[src/rtl/seq_multiplier.sv]
// seq_multiplier: shift-add multiplier, one partial product per clock.
// Handshake: start (sampled in IDLE) -> busy for WIDTH cycles -> one-cycle done.
// product holds the last result until the next completion or reset.
// Optional feature macro: SEQ_MULT_SIGNED_EN (enables signed_mode handling).
module seq_multiplier #(
  parameter int WIDTH = 8
) (
  input  logic                 clk,
  input  logic                 areset,
  input  logic                 start,
  input  logic [WIDTH-1:0]     multiplicand,
  input  logic [WIDTH-1:0]     multiplier,
  input  logic                 signed_mode,
  output logic                 busy,
  output logic                 done,
  output logic [2*WIDTH-1:0]   product
);

  localparam int CW = $clog2(WIDTH + 1);

  localparam logic [1:0] S_IDLE = 2'd0;
  localparam logic [1:0] S_RUN  = 2'd1;
  localparam logic [1:0] S_DONE = 2'd2;

  logic [1:0]         state;
  logic [WIDTH-1:0]   a_q;
  logic [WIDTH-1:0]   b_q;
  logic [2*WIDTH-1:0] acc;
  logic [CW-1:0]      cnt;

  logic [WIDTH-1:0]   a_ld;
  logic [WIDTH-1:0]   b_ld;
  logic [WIDTH:0]     sum;
  logic [2*WIDTH-1:0] acc_nxt;
  logic [2*WIDTH-1:0] result;
  logic               last;

`ifdef SEQ_MULT_SIGNED_EN
  logic neg_q;
  logic neg_ld;

  // Operand conditioning: magnitudes and result sign in signed mode.
  // The most negative value negates to itself, which read as unsigned is its magnitude.
  always_comb begin
    a_ld   = (signed_mode && multiplicand[WIDTH-1]) ? -multiplicand : multiplicand;
    b_ld   = (signed_mode && multiplier[WIDTH-1])   ? -multiplier   : multiplier;
    neg_ld = signed_mode & (multiplicand[WIDTH-1] ^ multiplier[WIDTH-1]);
  end

  // Final result: two's-complement negate when the operand signs differed.
  always_comb begin
    result = neg_q ? -acc_nxt : acc_nxt;
  end
`else
  logic unused_signed_mode;
  assign unused_signed_mode = signed_mode;

  // Operand conditioning: plain unsigned operands.
  always_comb begin
    a_ld = multiplicand;
    b_ld = multiplier;
  end

  // Final result: accumulator as-is.
  always_comb begin
    result = acc_nxt;
  end
`endif

  // One shift-add step: add A into the upper half (carry kept), then shift {carry, acc} right.
  always_comb begin
    sum     = {1'b0, acc[2*WIDTH-1:WIDTH]} + (b_q[0] ? {1'b0, a_q} : '0);
    acc_nxt = {sum, acc[WIDTH-1:1]};
    last    = (cnt == CW'(WIDTH - 1));
  end

  // Control FSM and datapath registers; synchronous reset aborts any operation.
  always_ff @(posedge clk) begin
    if (areset) begin
      state   <= S_IDLE;
      a_q     <= '0;
      b_q     <= '0;
      acc     <= '0;
      cnt     <= '0;
      product <= '0;
`ifdef SEQ_MULT_SIGNED_EN
      neg_q   <= 1'b0;
`endif
    end else begin
      case (state)
        S_IDLE: begin
          if (start) begin
            a_q   <= a_ld;
            b_q   <= b_ld;
            acc   <= '0;
            cnt   <= '0;
`ifdef SEQ_MULT_SIGNED_EN
            neg_q <= neg_ld;
`endif
            state <= S_RUN;
          end
        end
        S_RUN: begin
          acc <= acc_nxt;
          b_q <= b_q >> 1;
          cnt <= cnt + CW'(1);
          if (last) begin
            product <= result;
            state   <= S_DONE;
          end
        end
        S_DONE: begin
          state <= S_IDLE;
        end
        default: begin
          state <= S_IDLE;
        end
      endcase
    end
  end

  assign busy = (state == S_RUN);
  assign done = (state == S_DONE);

endmodule

[config.mk]
export PLATFORM = sky130hd
export DESIGN_NAME = seq_multiplier
export DESIGN_NICKNAME = d
export VERILOG_FILES = /design/src/rtl/seq_multiplier.sv
export SDC_FILE = /design/constraint.sdc
export NUM_CORES = 1
export LEC_CHECK = 0
export BUFFER_PORTS_ARGS = -buffer_cell sky130_fd_sc_hd__clkbuf_2
export CAP_MARGIN = 5
export CORE_ASPECT_RATIO = 1.25
export CORE_UTILIZATION = 50
export DETAILED_ROUTE_END_ITERATION = 6
export GPL_TIMING_DRIVEN = 0
export PLACE_DENSITY = 0.73
export SYNTH_ARGS = -nofsm -noshare
export SYNTH_HDL_FRONTEND = slang
export SYNTH_SLANG_ARGS = --single-unit
[constraint.sdc]
create_clock -name clk -period 2.3 [get_ports clk]
set_clock_uncertainty 0.1 [all_clocks]
set_input_delay 0.46 -clock clk [delete_from_list [all_inputs] [get_ports clk]]
set_output_delay 0.46 -clock clk [all_outputs]
set_load 0.01 [all_outputs]
[After elaboration in Yosys (flattened, before gate mapping)]
Index checks and enable logic that the tools add are counted.
Storage, ports and cells
  bits in registers: 54
  bits of input ports: 20
  logic and storage cells: 29
Operators by class
  add/subtract/negate cells: 2
  eq/ne operators: 5
  muxes and demuxes: 10
  reductions and logical operators: 6
Operator list (count)
  one-hot mux 16 bit (2 select lines): 1
  2-to-1 mux 16 bit: 1
  2-to-1 mux 8 bit: 2
  one-hot mux 8 bit (2 select lines): 1
  adder 8 x 8 -> 9 bit: 1
  one-hot mux 4 bit (2 select lines): 1
  AND reduction 2 bit: 4
  adder 4 x 1 -> 4 bit (second input constant): 1
  == test 4 x 3 -> 1 bit (second input constant): 1
  2-to-1 mux 2 bit: 2
  2-to-1 mux 4 bit: 1
  one-hot mux 2 bit (2 select lines): 1
  == test 2 x 1 -> 1 bit (second input constant): 1
  == test 2 bit (second input constant): 1
  logical NOT 2 bit: 1
  != test 2 x 1 -> 1 bit (second input constant): 1
  != test 2 bit (second input constant): 1
  nonzero test 2 bit: 1

[Depth between registers and ports, before layout]
  depth after elaboration: 3
  depth in mapped cells: 7

[Worst setup path before layout]
Ideal clock, no wire load.
  path kind: reg-to-reg
  from: register b_q[0]
  to: register product[15]
  setup time: 0.131 ns
  arrival: 2.001 ns
  required time: 2.069 ns
  slack: 0.068 ns
  stages on the path, launching flop included: 8
  buffers on the path: 0
  path through: dfxtp_1 -> and2_1 -> ha_1 -> fa_1 -> a211oi_1 -> o21ai_0 -> a2111oi_2 -> nor3_1
Between the ends
  cells in the longest elaborated chain, start to end: 2
RTL lines
  start, declared: line 27  | logic [WIDTH-1:0] b_q;
  start signal, assigned: line 94  | b_q <= b_ld;
  start signal, assigned: line 105  | b_q <= b_q >> 1;
  2-to-1 mux 8 bit: line 72  | sum = {1'b0, acc[2*WIDTH-1:WIDTH]} + (b_q[0] ? {1'b0, a_q} : '0);
  adder 8 x 8 -> 9 bit: line 72
  end signal, assigned: line 108  | product <= result;
  end, declared: line 16  | output logic [2*WIDTH-1:0] product
No other way between the ends.
A chain may end at the register's enable or synchronous reset.

[Worst setup path after layout]
Same ends and word-level chain as after synthesis.

==> run metrics <==
status=complete, no violations; Synth cell types=41; share of layout cells above drive strength 1=between 10% and 20%; first-pass detailed-route iteration total=4; clock tree from TritonCTS=done; Setup crit end kind=register; Finished Layout Cells=~400; Syn Area/Cell=8.28 µm²; Main synth FF type=dfxtp_1; Ys Warns=0; Leak=between 1 and 1.5 nW; die width=64.1 µm; terminus of the critical flop-to-flop path=product[15]; max_cap viols=0; reg2reg start=b_q[0]; flip-flop and latch count after synthesis=between 50 and 60; met2 usage=between 30% and 40%; P&R area growth vs syn=16.1%; HP Class=primary input to register; Clk Latency, worst-skew pair=roughly 0.3 ns; DIE AREA=5100 µm²; post-synth top area share=44.1%; setup slack, reg-to-reg=0.11 ns; first-pass GRT wire length=9070 µm; DRT antenna net count=0; CTS sink cnt=53; pin count of the biggest net entering global routing=16; Synthesized Nets=321; IO Pins=38; most common cell in the netlist=nand2_1; cell count after synthesis=291; chip height=79.6 µm; Fmax=0.458 GHz; Hold Path Cell Cnt=3; period utilization=95.0%; worst hold path endpoint=a_q[5]; Area contributors post-synth=dfxtp_1 (44%), a21oi_1 (9.8%), nand2_1 (8.7%); CTS clock-pin slew for the worst setup and hold paths=0.09 ns; # setup viols final=0; Iteration-0 DRC Markers=between 90 and 100; Worst Hold Launch=multiplicand[5]; Rows=27; Rel. slew slack=61.6%; RSZ-0062 raised after global routing=no; cell accounting for the most synthesized area=dfxtp_1; Final Max Slew Viols=0; Post-Syn Area=2410 µm²; sequential cell area fraction in the yosys report=44.1%; critical path fanouts, max=9; drt total wl=about 5400 µm; H-tree depth=2; GP Congestion=0.928; Post-synth EDFFs=0; routed vias=2182; hpwl dp=3910 µm; Initial Util=a little over half; WL/cell=13.8 µm; final core occ=61.8%; vias per cell=~5.5; most frequent cells after synthesis=nand2_1 (56), dfxtp_1 (53), a21oi_1 (47); Antenna Cells=0; Critical Path AT=2.26 ns; highest ir drop seen on vdd=0.336 mV; WS Path Type=register to register; Pwr Density=574 nW/µm²; worst slew pin tran=0.573 ns; min Tclk post-route=2.19 ns; routing usage on met1=between 20 and 30%; Num CTS Buffers=5; cells on worst reg2reg path=7; Longest Clk Path Bufs=2; fin nets=366; initial antenna violation count=0; gr usage total=23.1%; startpoint types=register; ys async rst share=0%; Design Power=1.60 mW; # port buffers=36; vias in the first global route=a little under 2000; cell at the root of the clock tree=clkbuf_8; gr ovfl total=0; met3 Track Usage GR=4.29%; Critical Path RT=2.37 ns; hold buffer count at cts=0; Final Hold Viols=0; GR peak layer=met2; DP Cell Count=385; DRC violations left=0; core region area=4530 µm²
flip-flops by register name (all words and copies together), names as in the netlist:
name,count
product,16
acc,15
a_q,8
state,2
cnt,4
b_q,8
per-stage QoR:
stage / hold WS [ns] / setup WS (ns) / area, µm² / TNS, ns
after CTS: 0.259 / 0.0369 / 2750 / 0
after detailed placement: 0.344 / -0.212 / 2660 / -0.309
after global routing: 0.272 / 0.00818 / 2800 / 0
after floorplan: 0.332 / 0.0685 / 2410 / 0
final: 0.269 / 0.114 / 2800 / 0
after global placement: 0.339 / -0.224 / 2660 / -0.342
layer usage:
metal / share of wire [%] / routed length (µm)
met3: 3.2 / 177
met5: 0 / 0
met1: 48 / 2600
met2: 48 / 2600
met4: 1.3 / 69
kinds of logic (layout without fill, tap and decap cells):
kind of cell,count (synthesis),after routing,synth area share (%)
AO/OA/AOI/OAI,84,84,21.3
multiplexers,1,1,0.467
buffers and inverters,19,65,3.90
adder cells (fa/ha/maj),10,10,5.51
XOR/XNOR,1,1,0.364
AND/OR/NAND/NOR,123,123,24.4
flip-flops,53,53,44.1
layout by cell type, fill, tap and decap left out, types with 2 or more instances in the layout:
master	instances
clkbuf_8	5
and2_1	7
clkinv_2	2
clkbuf_1	11
o2111ai_1	3
o21a_1	2
or2_2	2
buf_6	2
nand3b_1	5
nor2_1	14
nand4_1	3
nor3_1	3
nand4b_1	2
a21oi_1	47
nand3_1	20
clkbuf_2	36
a21o_1	2
nand2b_1	3
buf_4	2
o31ai_1	2
dfxtp_1	52
ha_1	8
o211ai_1	2
o21ai_0	7
a22oi_1	7
nand2_1	56
buf_2	6
a211o_1	4
worst max-delay path by stage:
stage                     cells past startpoint          end   start  slack (ns)
after floorplan                               7  product[15]  b_q[0]        0.07
after global placement                        7  product[15]  b_q[0]       -0.22
after detailed placement                      7  product[15]  b_q[0]       -0.21
after CTS                                     7  product[15]  b_q[0]        0.04
after global routing                          7  product[15]  b_q[0]       0.008
final                                         7  product[15]  b_q[0]        0.11
area by class of cell:
cell class / count / area, µm²
Timing Repair Buffer: 38 / 195
Sequential cell: 53 / 1060
Inverter: 1 / 3.75
Fill cell: 443 / 1730
Clock buffer: 6 / 72.6
Tap cell: 58 / 72.6
Buffer: 18 / 90.1
Multi-Input combinational cell: 219 / 1290
Clock inverter: 2 / 10.0
what timing repair did:
action,in CTS,in global routing
buffers inserted,0,2
pin swaps,1,6
resized for setup,3,7
endpoints found under the setup margin,4,2
report_power, final:
| group | switching [mW] | total (mW) | internal, mW |
|---|---|---|---|
| clock network | 0.290 | 0.502 | 0.212 |
| logic | 0.0990 | 0.150 | 0.0507 |
| registers | 0.0139 | 0.953 | 0.939 |
worst max-delay path, cell delays in order, from the launching register on:
cell and delay (ns):
dfxtp_4 0.37, and2_4 0.15, ha_4 0.17, fa_2 0.40
a211oi_4 0.31, o21ai_2 0.10, a2111oi_2 0.37, nor3_1 0.08
(Power assumes the default switching activity.)
